`config.mk`:
```
export PLATFORM = sky130hd
export DESIGN_NAME = fft_out_reorder
export DESIGN_NICKNAME = d
export VERILOG_FILES = /design/src/rtl/fft_out_reorder.sv
export SDC_FILE = /design/constraint.sdc
export NUM_CORES = 1
export LEC_CHECK = 0
export BUFFER_PORTS_ARGS = -buffer_cell sky130_fd_sc_hd__buf_4
export CORE_MARGIN = 1.5
export CORE_UTILIZATION = 35
export CTS_BUF_LIST = sky130_fd_sc_hd__clkbuf_8
export DETAILED_ROUTE_END_ITERATION = 12
export SLEW_MARGIN = 30
export SYNTH_ARGS = -nofsm -noshare
export SYNTH_HDL_FRONTEND = slang
export SYNTH_SLANG_ARGS = --single-unit
```
`constraint.sdc`:
```
create_clock -name clk -period 5 [get_ports clk]
set_input_delay 0.25 -clock clk [delete_from_list [all_inputs] [get_ports clk]]
set_output_delay 0.25 -clock clk [all_outputs]
set_load 0.03 [all_outputs]
```
`src/rtl/fft_out_reorder.sv`:
```
// Double-buffered reorder stage: stores 8-point FFT frames in bit-reversed order
// and streams them out in natural frequency order with valid/ready on both sides.
module fft_out_reorder #(
  parameter int unsigned DATA_W = 16,
  parameter int unsigned N_PTS  = 8
) (
  input  logic              clk,
  input  logic              reset,
  input  logic              in_valid,
  output logic              in_ready,
  input  logic [DATA_W-1:0] in_re,
  input  logic [DATA_W-1:0] in_im,
  output logic              out_valid,
  input  logic              out_ready,
  output logic [DATA_W-1:0] out_re,
  output logic [DATA_W-1:0] out_im,
  output logic [2:0]        out_idx,
  output logic              out_last
);

  localparam int unsigned IDX_W = 3;
  localparam logic [IDX_W-1:0] LAST_IDX = IDX_W'(N_PTS - 1);

  typedef enum logic {W_FILL, W_WAIT}  wstate_t;
  typedef enum logic {R_IDLE, R_DRAIN} rstate_t;

  wstate_t wstate, wstate_nxt;
  rstate_t rstate, rstate_nxt;

  logic [DATA_W-1:0] mem_re [2][N_PTS];
  logic [DATA_W-1:0] mem_im [2][N_PTS];

  logic [1:0]       full, full_nxt;
  logic             wbank, wbank_nxt, rbank, rbank_nxt;
  logic [IDX_W-1:0] wcnt, wcnt_nxt, rcnt, rcnt_nxt;
  logic             wr_fire, wr_last, rd_fire, rd_last;

  function automatic logic [IDX_W-1:0] bitrev3(input logic [IDX_W-1:0] a);
    return {a[0], a[1], a[2]};
  endfunction

  assign in_ready = !reset && (wstate == W_FILL) && !full[wbank];
  assign wr_fire  = in_valid && in_ready;
  assign wr_last  = wr_fire && (wcnt == LAST_IDX);
  assign rd_fire  = (rstate == R_DRAIN) && out_ready;
  assign rd_last  = rd_fire && (rcnt == LAST_IDX);

  // Outputs are forced to zero when idle so unreset bank contents never leak out.
  always_comb begin
    out_valid = (rstate == R_DRAIN);
    out_re    = '0;
    out_im    = '0;
    out_idx   = '0;
    out_last  = 1'b0;
    if (out_valid) begin
      out_re   = mem_re[rbank][rcnt];
      out_im   = mem_im[rbank][rcnt];
      out_idx  = rcnt;
      out_last = (rcnt == LAST_IDX);
    end
  end

  // Next-state: the read side looks at next-cycle full flags so a frame completing
  // on this edge is presented on the very next cycle, and drains chain without gaps.
  always_comb begin
    full_nxt   = full;
    wbank_nxt  = wbank ^ wr_last;
    rbank_nxt  = rbank ^ rd_last;
    wcnt_nxt   = wcnt + IDX_W'(wr_fire);
    rcnt_nxt   = rcnt + IDX_W'(rd_fire);
    wstate_nxt = wstate;
    rstate_nxt = rstate;
    if (wr_last) full_nxt[wbank] = 1'b1;
    if (rd_last) full_nxt[rbank] = 1'b0;

    case (wstate)
      W_FILL:  if (wr_last && full_nxt[wbank_nxt]) wstate_nxt = W_WAIT;
      W_WAIT:  if (!full[wbank]) wstate_nxt = W_FILL;
      default: wstate_nxt = W_FILL;
    endcase

    case (rstate)
      R_IDLE:  if (full_nxt[rbank]) rstate_nxt = R_DRAIN;
      R_DRAIN: if (rd_last && !full_nxt[rbank_nxt]) rstate_nxt = R_IDLE;
      default: rstate_nxt = R_IDLE;
    endcase
  end

  always_ff @(posedge clk) begin
    if (reset) begin
      wstate <= W_FILL;
      rstate <= R_IDLE;
      full   <= '0;
      wbank  <= 1'b0;
      rbank  <= 1'b0;
      wcnt   <= '0;
      rcnt   <= '0;
    end else begin
      wstate <= wstate_nxt;
      rstate <= rstate_nxt;
      full   <= full_nxt;
      wbank  <= wbank_nxt;
      rbank  <= rbank_nxt;
      wcnt   <= wcnt_nxt;
      rcnt   <= rcnt_nxt;
    end
  end

  // Sample k of a frame lands at its bit-reversed address, i.e. its natural index.
  always_ff @(posedge clk) begin
    if (wr_fire) begin
      mem_re[wbank][bitrev3(wcnt)] <= in_re;
      mem_im[wbank][bitrev3(wcnt)] <= in_im;
    end
  end

endmodule

```
Yosys cells after proc, flatten, opt, wreduce, memory -nomap -nowiden
Memories as Yosys holds them, arrays and structs flattened. A register that Yosys moved wholly into a read port is not among the register bits. Index checks and enable logic that the tools add are counted.

Flip-flop bits (word level): 12. Latch bits: 0. Memory bits (writable): 512. ROM bits: 0. Input bits: 36. Output and inout port bits: 38. Memories: 2.

Add/sub/neg operators: 2. Multipliers: 0. Div/mod/pow operators: 0. $lt $le $gt $ge: 9. Equality and inequality tests: 2. Shifts and indexed selects: 0. Multiplexer cells: 36. Bitwise gates (word level): 9. Reductions and logical operators: 14.

Memory list: mem_im (depth 2, width 128, read ports 1, clocked after memory_dff 1, wr ports 1, RTL line 31) `logic [DATA_W-1:0] mem_im [2][N_PTS];`; mem_re (depth 2, width 128, read ports 1, clocked after memory_dff 1, wr ports 1, RTL line 30) `logic [DATA_W-1:0] mem_re [2][N_PTS];`.

Operators by type and width (count): 128-bit 2-to-1 mux (1); 16-bit 2-to-1 mux (7); 16-bit binary-select mux with 3-bit select (2); 16-bit demux with 3-bit select (1); 1-bit 2-to-1 mux (18); 1-bit logical AND (11); 4-bit >= comparator, second input constant (2); 1-bit by 2-bit < comparator with 1-bit output, second input constant (4); 3-bit NOT with 4-bit output (2); 3-bit by 1-bit adder with 3-bit output (2); 3-bit == test, second input constant (2); 4-bit by 1-bit < comparator with 1-bit output, second input constant (1); 2-bit 2-to-1 mux (2); 1-bit case mux with 2 select lines (2); 1-bit zero test (3); 3-bit 2-to-1 mux (1); 2-bit bitwise AND (1); 1-bit demux with 1-bit select (2); 1-bit >= comparator, second input constant (2); 1-bit NOT (2); 2-bit NOT (1); 2-bit bitwise OR (1); 1-bit XOR (2).

Depth between registers and ports, before layout
Gate-level depths: netlist of the first run.

Depth in word-level cells: 15. Mapped depth: 10. Mapped depth without buffers: 9.

Worst setup path before layout of the first run
Ideal clock, no wire load.

Path type: register to register. Start: reg wbank. End: mem mem_im[0][112] (netlist name), enable pin. Setup time: 513 ps. Arrival: 4598 ps. Required time: 4487 ps. Setup slack: -111 ps. Stages on the path, launching flop included: 6. Period minus slack after synthesis: 5111 ps. Cell sequence: dfxtp_1 -> clkbuf_1 -> mux2i_1 -> nand2_1 -> nor2_1 -> nor4b_1.

Word-level cells in the longest chain between the ends: 7.

Ends and longest elaborated chain: start: declaration (RTL line 34) `logic wbank, wbank_nxt, rbank, rbank_nxt;`; start signal: assignment (RTL line 102) `wbank <= wbank_nxt;`; 1-bit 2-to-1 mux (implied by the code) (2 in a row) (RTL line 42) `assign in_ready = !reset && (wstate == W_FILL) && !full[wbank];`; 1-bit zero test; 1-bit logical AND (RTL line 42); 1-bit logical AND (RTL line 43) `assign wr_fire = in_valid && in_ready;`; 1-bit 2-to-1 mux (RTL line 111) `if (wr_fire) begin`; 128-bit 2-to-1 mux (implied by the code) (RTL line 113) `mem_im[wbank][bitrev3(wcnt)] <= in_im;`; end: declaration (RTL line 31).

Parallel ways exist; a longest one is shown, timed or not. The select of a mux whose other input is x is not followed.

==> out/metrics.yaml, run 1 <==
reg2regPathDepth: 6
cts_num_sinks: 524
antenna_found_initial: 1
end_kind: "output port"
worst_pin_slew_ns: 0.911
synth_top_family_by_area: "multiplexers"
synth_xor_area_frac: 0.000872
post-route-period-util: 0.734
switchingPower_w: 0.00175
synth_ff_type: "edfxtp_1"
synth_edf_count: 512
yosys.area_share.simple: 0.0221
nets: 1052
combinationalPowerShare: 0.020
r2r_slack_ns: 1.80
synthMuxAreaShare: 0.180
clk_pin_slew_worst_paths_ns: 0.06
min_path_cells: 5
final_layout_size_suffix_gt1_frac: 0.356
num_rows: 87
worstPathArrival_ns: 3.42
hold_ws_ns: 0.0903
die_area_mm2: 0.0589
vdd_ir_drop_max_mv: 0.182
async_reset_ff_frac: 0
vias: 9113
dp_slack_ns: 1.80
initial_utilization: 0.355
htree_levels: 3
synth-seq-cells: 524
finalSetupViolCount: 0
yosys.area_share.adder: 0.00374
hp-class: "in -> reg"
total_power_w: 0.00828
hold_end: "rcnt[0]$_SDFF_PP0_"
grt_max_degree: 57
drcViolationCount: 0
grt_use_total: 0.150
ctsResizeCount: 0
cp-startpoint: "rbank$_SDFF_PP0_"
io_buffers: 73
internal_power_w: 0.00653
fp.dieH_um: 243
regToRegStartpoint: "wbank$_SDFF_PP0_"
wire_per_inst_um: 23.6
p_per_area_mw_per_mm2: 351
core-area_mm2: 0.0566
cp-start-kind: "register"
pwr-share-seq: 0.586
drv_cap: 0
rsz0062_at_grt: "no"
swShare: 0.211
multi_input_area_mm2: 0.00432
ioPinCount: 74
drt_iter0_drc: 704
cpPeakStageDelay_ns: 0.81
worstSetupPathType: "reg -> out"
gp_congestion: 0.706
hold_viol: 0
synth.yosys.warnings: 0
via_per_inst: 4.98
slowest_stage: "dfxtp_4"
hp-start: "out_ready"
syn_area_mm2: 0.0201
first_pass_iters: 5
numCtsBuffers: 85
clockRootBuffer: "clkbuf_8"
p_leak_nw: 7.34
tns_ns: 0
slew_headroom: 0.391
cts_tree: "done"
wirelength_um: 43100
required_ns: 4.75
grt_pass1_vias: 9923
grt_pass1_wl_um: 64900
synth_seq_area_share: 0.777
area_growth_syn_to_layout_pct: 17.3
fmax_mhz: 272
slew_viol_final: 0
clock_path_buffers: 3
ant_nets: 0
status: "finished, final reports clean"
setup_slack_ns: 1.33
hpwlAfterDp_um: 23000
die_w_um: 243
yosysUniqueCellTypes: 33
clkPwrFrac: 0.394
syn-num-nets: 876
finalClockSkew_ns: 0.0196
clk_latency_ns: 0.66
min_period_ns: 3.67
seqCellArea_mm2: 0.0156
filler_cell_count: 4978
synth-compound-area-share: 0.00305
synth_area_per_cell_um2: 24.1
finalCoreUtilization: 0.416
path_cells: "buf_4, mux4_2, mux4_2, and2_1, buf_4"
syn_inst: 834
path_max_fanout: 35
regToRegEndpoint: "mem_im[1][50]$_DFFE_PP_"
grt_remaining_overflow: 0
## cells in the final DEF (no fill, tap or decap), drive strengths merged, types with 2 or more instances in the layout
cell type	n
xnor2	2
clkbuf	87
nor2b	4
a21oi	2
nor4	3
nand2	11
dlygate4sd3	33
mux4	160
dfxtp	12
clkinvlp	5
nor2	14
nor3	4
inv	41
edfxtp	512
clkinv	23
and2	35
nor3b	2
buf	101
ha	6
## power by group through the flow
stage                     logic (W)  clock network [W]  registers, W
after detailed placement   0.000149                  0       0.00494
after global routing       0.000183            0.00354       0.00485
final                      0.000167            0.00326       0.00485
after floorplan           0.0000478                  0       0.00494
after CTS                  0.000173            0.00335       0.00485
after global placement     0.000144                  0       0.00494
## Yosys cell counts (2+ instances only)
cell type,instances,area share
nor2b_1,4,0.0012
xnor2_1,2,0.00087
buf_6,9,0.0050
clkbuf_1,23,0.0043
ha_1,6,0.0037
inv_1,7,0.0013
buf_1,7,0.0013
and2_1,35,0.011
nor4_1,3,0.00093
nand2_1,11,0.0021
dfxtp_1,12,0.012
edfxtp_1,512,0.77
nor2_1,14,0.0026
nor3b_1,2,0.00075
a21oi_1,2,0.00050
nor3_1,4,0.0010
mux4_2,160,0.18
buf_2,6,0.0015
## layout make-up
| type | instances | share of cell area |
|---|---|---|
| sequential | 524 | 0.663 |
| multi-input combinational | 258 | 0.183 |
| clock buffer | 87 | 0.0508 |
| timing repair buffer | 134 | 0.0495 |
| tap | 756 | 0.0401 |
| clock inverter | 62 | 0.0122 |
| inverter | 7 | 0.00111 |
| antenna | 1 | 0.000106 |
## stage by stage
stage | area, um2 | std cells
floorplan | 20100 | 834
finish | 23600 | 1829
CTS | 23500 | 1826
global route | 23600 | 1829
global placement | 21700 | 1644
detailed placement | 21700 | 1644
## routing by layer
layer | part of all wire | global-route usage
met3 | 0.039 | 0.0337
met2 | 0.50 | 0.246
met4 | 0.020 | 0.0475
met1 | 0.44 | 0.199
met5 | 0 | 0
## sequential cells by signal (all words and copies together) (netlist names)
name / cells
wbank: 1
wcnt: 3
mem_im: 256
out_valid: 1
full: 2
rbank: 1
mem_re: 256
rcnt: 3
wstate: 1
## kinds of logic (layout without fill, tap and decap cells)
kind of cell,Yosys count,after routing
adder cells (fa/ha/maj),6,6
XOR/XNOR,2,2
flip-flops,524,524
other,0,1
buffers and inverters,52,290
AND/OR/NAND/NOR,80,80
AO/OA/AOI/OAI,9,9
multiplexers,161,161
## worst max-delay path: cells and delay by family, from the launching register on
kind / cells / cell delay (ns)
and+or+nand+nor: 1 / 0.18
DFF: 1 / 0.81
buffers and inverters: 2 / 0.68
muxes: 2 / 1.08
## what timing repair did
item,CTS,global route
hold endpoints to repair,524,0
hold buffers,33,0
buffers inserted,0,0
## how the worst max path moves through the flow
stage,to,slack (ns),cells after the start
2_1_floorplan,mem_im[0][80]$_DFFE_PP_,0.24,4
3_3_place_gp,mem_im[1][57]$_DFFE_PP_,1.87,6
3_5_place_dp,mem_im[1][57]$_DFFE_PP_,1.80,6
4_1_cts,out_im[14],1.16,5
5_1_grt,out_im[14],1.05,5
6_report,out_im[14],1.33,5
No activity file was read; power rests on OpenSTA's default activity.
==> run 2: changes to the inputs <==
==> constraint.sdc (replaced) <==
create_clock -name clk -period 3.2 [get_ports clk]
set_input_delay 0.16 -clock clk [delete_from_list [all_inputs] [get_ports clk]]
set_output_delay 0.16 -clock clk [all_outputs]
set_load 0.03 [all_outputs]
==> run 2 against run 1 <==
Against the previous run: highest routed layer is now met5; clock skew decreased by 0.0015 ns; critical path depth grew 1; via count up 0.76%; final cell count rose by 0.44%.
==> out/metrics.yaml, run 2 (synthesis gave the netlist of run 1 again) <==
htree_levels: 3
required_ns: 3.04
num_rows: 87
gp_congestion: 0.689
numCtsBuffers: 84
fp.dieH_um: 243
grt_use_total: 0.142
clock_path_buffers: 3
worst_pin_slew_ns: 0.650
worstPathArrival_ns: 2.82
antenna_found_initial: 3
slew_viol_final: 0
drt_iter0_drc: 777
ant_nets: 0
via_per_inst: 5.00
min_period_ns: 2.98
path_max_fanout: 31
die_w_um: 243
hold_viol: 0
dp_cells: 1649
drv_cap: 0
wirelength_um: 41000
cp-start-kind: "register"
internal_power_w: 0.0102
io_buffers: 73
swShare: 0.206
wire_per_inst_um: 22.3
place_area_mm2: 0.0220
clockRootBuffer: "clkbuf_8"
area_growth_syn_to_layout_pct: 18.6
multi_input_area_mm2: 0.00434
p_leak_nw: 7.43
finalSetupViolCount: 0
grt_remaining_overflow: 0
worstSetupPathType: "reg -> out"
core-area_mm2: 0.0566
cts_num_sinks: 524
clkPwrFrac: 0.389
clk_pin_slew_worst_paths_ns: 0.06
final_layout_size_suffix_gt1_frac: 0.357
grt_max_degree: 67
nets: 1058
cts_tree: "done"
dp_slack_ns: 0.469
grt_pass1_vias: 9828
top_regs: "mem_im x256, mem_re x256"
slew_headroom: 0.567
status: "finished, final reports clean"
finalCoreUtilization: 0.421
fmax_mhz: 335
ioPinCount: 74
initial_utilization: 0.355
pwr-share-seq: 0.591
clk_latency_ns: 0.63
vdd_ir_drop_max_mv: 0.245
fin_cells: 1837
vias: 9182
hpwlAfterDp_um: 21900
rsz0062_at_grt: "no"
filler_cell_count: 4924
seqCellArea_mm2: 0.0156
hp-class: "in -> reg"
post-route-period-util: 0.932
combinationalPowerShare: 0.021
hold_ws_ns: 0.200
layout_common_cells: "edfxtp_1, mux4_2, clkbuf_8"
grt_pass1_wl_um: 62100
first_pass_iters: 5
die_area_mm2: 0.0589
setup_slack_ns: 0.217
p_per_area_mw_per_mm2: 538
switchingPower_w: 0.00264
drcViolationCount: 0
finalClockSkew_ns: 0.0181
end_kind: "output port"
postLayoutCellArea_mm2: 0.0238
layout_commonest_cell: "edfxtp_1"
run 2: critical path, stage by stage, from the launching register on:
cell,delay [ns]
dfxtp_4,0.37
buf_12,0.15
buf_16,0.24
mux4_2,0.53
mux4_2,0.55
and2_1,0.19
buf_4,0.16
run 2: layer usage:
layer | share of wire | track usage | wire [um]
met1 | 0.46 | 0.202 | 18700
met5 | 0.00017 | 0 | 7
met4 | 0.019 | 0.0484 | 767
met2 | 0.47 | 0.219 | 19300
met3 | 0.052 | 0.0282 | 2140
run 2: metrics by stage:
step	setup TNS (ns)	power [W]
3_3_place_gp	0	0.00794
4_1_cts	0	0.0130
2_1_floorplan	-109.79	0.00780
5_1_grt	0	0.0133
6_report	0	0.0128
3_5_place_dp	0	0.00795
run 2: repair_timing:
item                                    4_1_cts  5_1_grt
hold buffers                                 34        0
buffers inserted                              0        3
hold endpoints to repair                    524        0
endpoints found under the setup margin        0       10
resized for setup                             0        2
run 2: path summary, 6_finish.rpt:
path	startpoint	end	slack, ns	depth (start not counted)
max reg2reg	wbank$_SDFF_PP0_	mem_re[0][59]$_DFFE_PP_	0.47	6
min reg2reg	wstate$_SDFF_PP0_	wstate$_SDFF_PP0_	0.51	2
min	in_valid	full[0]$_SDFF_PP0_	0.20	4
max	rbank$_SDFF_PP0_	out_im[13]	0.22	6
run 2: area by class of cell:
class / instances / area share
diodes: 1 / 0.000105
clock buffers: 87 / 0.0502
clock inverters: 63 / 0.0108
inverters: 7 / 0.00110
multi-input cells: 258 / 0.182
flip-flops and latches: 524 / 0.656
well taps: 756 / 0.0397
repair buffers: 141 / 0.0602
run 2: power groups by stage:
stage	clock, W	combinational, W	sequential (W)
finish	0.00498	0.000263	0.00758
detailed placement	0	0.000232	0.00772
global route	0.00543	0.000287	0.00758
global placement	0	0.000222	0.00772
floorplan	0	0.0000757	0.00772
CTS	0.00514	0.000268	0.00758
==> run 3: changes to the inputs <==
==> constraint.sdc (replaced) <==
create_clock -name clk -period 3.3 [get_ports clk]
set_input_delay 0.165 -clock clk [delete_from_list [all_inputs] [get_ports clk]]
set_output_delay 0.165 -clock clk [all_outputs]
set_load 0.03 [all_outputs]
==> run 3 against run 2 <==
Against the previous run: largest cell class unchanged; clock power is 2% lower; via count is 0.20% higher; die area stayed put; register-to-register slack better by 0.09 ns.
==> out/metrics.yaml, run 3 (synthesis gave the netlist of run 1 again) <==
status: "finished, final reports clean"
clk_latency_ns: 0.63
p_per_area_mw_per_mm2: 523
grt_remaining_overflow: 0
antenna_found_initial: 2
ctsResizeCount: 0
area_growth_syn_to_layout_pct: 18.7
finalClockSkew_ns: 0.0248
worstSetupPathType: "reg -> out"
clk_pin_slew_worst_paths_ns: 0.06
layout_common_cells: "edfxtp_1, mux4_2, buf_4"
core-area_mm2: 0.0566
htree_levels: 3
fp.dieH_um: 243
die_area_mm2: 0.0589
end_kind: "output port"
required_ns: 3.13
hold_viol: 0
dp_cells: 1659
drt_iter0_drc: 788
swShare: 0.204
cts_tree: "done"
path_cells: "buf_4, mux4_2, mux4_2, and2_1, buf_4"
tns_ns: 0
ant_nets: 0
worst_pin_slew_ns: 0.827
hp-class: "in -> reg"
cpPeakStageDelay_ns: 0.55
final_layout_size_suffix_gt1_frac: 0.363
clockRootBuffer: "clkbuf_8"
clkPwrFrac: 0.391
ioPinCount: 74
hpwlAfterDp_um: 22700
grt_pass1_wl_um: 63300
slew_viol_final: 0
rsz0062_at_grt: "no"
hold_ws_ns: 0.185
cts_num_sinks: 524
internal_power_w: 0.00993
grt_pass1_vias: 9929
top_regs: "mem_im x256, mem_re x256"
slew_headroom: 0.448
layout_commonest_cell: "edfxtp_1"
min_period_ns: 3.08
worstPathArrival_ns: 2.92
nets: 1064
switchingPower_w: 0.00255
initial_utilization: 0.355
numCtsBuffers: 81
via_per_inst: 5.00
drv_cap: 0
grt_max_degree: 38
post-route-period-util: 0.935
first_pass_iters: 4
path_max_fanout: 11
drcViolationCount: 0
slowest_stage: "dfxtp_4"
die_w_um: 243
cp-start-kind: "register"
fin_cells: 1840
clock_path_buffers: 3
pwr-share-seq: 0.589
combinationalPowerShare: 0.021
grt_use_total: 0.145
io_buffers: 73
vdd_ir_drop_max_mv: 0.255
finalCoreUtilization: 0.421
fmax_mhz: 324
gp_congestion: 0.719
p_leak_nw: 7.45
vias: 9200
total_power_w: 0.0125
wirelength_um: 42100
finalSetupViolCount: 0
wire_per_inst_um: 22.9
num_rows: 87
run 3: layout make-up:
type / count / area (um2)
tap: 756 / 946
fill: 4945 / 32800
inverter: 7 / 26.3
sequential: 524 / 15600
clock buffer: 83 / 1140
multi-input combinational: 258 / 4340
antenna: 1 / 2.50
clock inverter: 61 / 304
timing repair buffer: 150 / 1460
run 3: path summary, 6_finish.rpt:
path | startpoint | end | slack, ns | cells past startpoint
min reg2reg | wstate$_SDFF_PP0_ | wstate$_SDFF_PP0_ | 0.51 | 2
max reg2reg | wbank$_SDFF_PP0_ | mem_im[0][74]$_DFFE_PP_ | 0.56 | 6
min | in_valid | full[0]$_SDFF_PP0_ | 0.18 | 4
max | rbank$_SDFF_PP0_ | out_im[15] | 0.22 | 5
run 3: power groups by stage:
stage | registers (W) | clock network, W | logic, W
floorplan | 0.00749 | 0 | 0.0000734
global placement | 0.00748 | 0 | 0.000219
detailed placement | 0.00749 | 0 | 0.000229
CTS | 0.00735 | 0.00502 | 0.000264
global route | 0.00734 | 0.00530 | 0.000281
finish | 0.00735 | 0.00487 | 0.000258
run 3: routing by layer:
metal,wire (um),global-route usage,vias up,share of wire
met5,12,0,-,0.00029
met4,832,0.0515,2,0.020
met3,1940,0.0281,71,0.046
met2,20400,0.231,209,0.48
met1,19000,0.201,4968,0.45
li1,-,-,3950,-
run 3: repair_timing:
item | in CTS | in global routing
buffers inserted | 0 | 1
endpoints found under the hold margin | 524 | 0
setup endpoints to repair | 0 | 6
hold buffers | 35 | 0
run 3: metrics by stage:
step / setup WS, ns / instance area [um2]
global placement: 0.645 / 22000
finish: 0.215 / 23800
detailed placement: 0.597 / 22000
global route: 0.0956 / 23800
floorplan: -0.769 / 20100
CTS: 0.000305 / 23800
run 3: worst max-delay path: cells and delay by family, from the launching register on:
| family | cells | cell delay [ns] |
|---|---|---|
| mux | 2 | 1.05 |
| flops | 1 | 0.55 |
| buf+inv | 2 | 0.48 |
| simple gates | 1 | 0.19 |
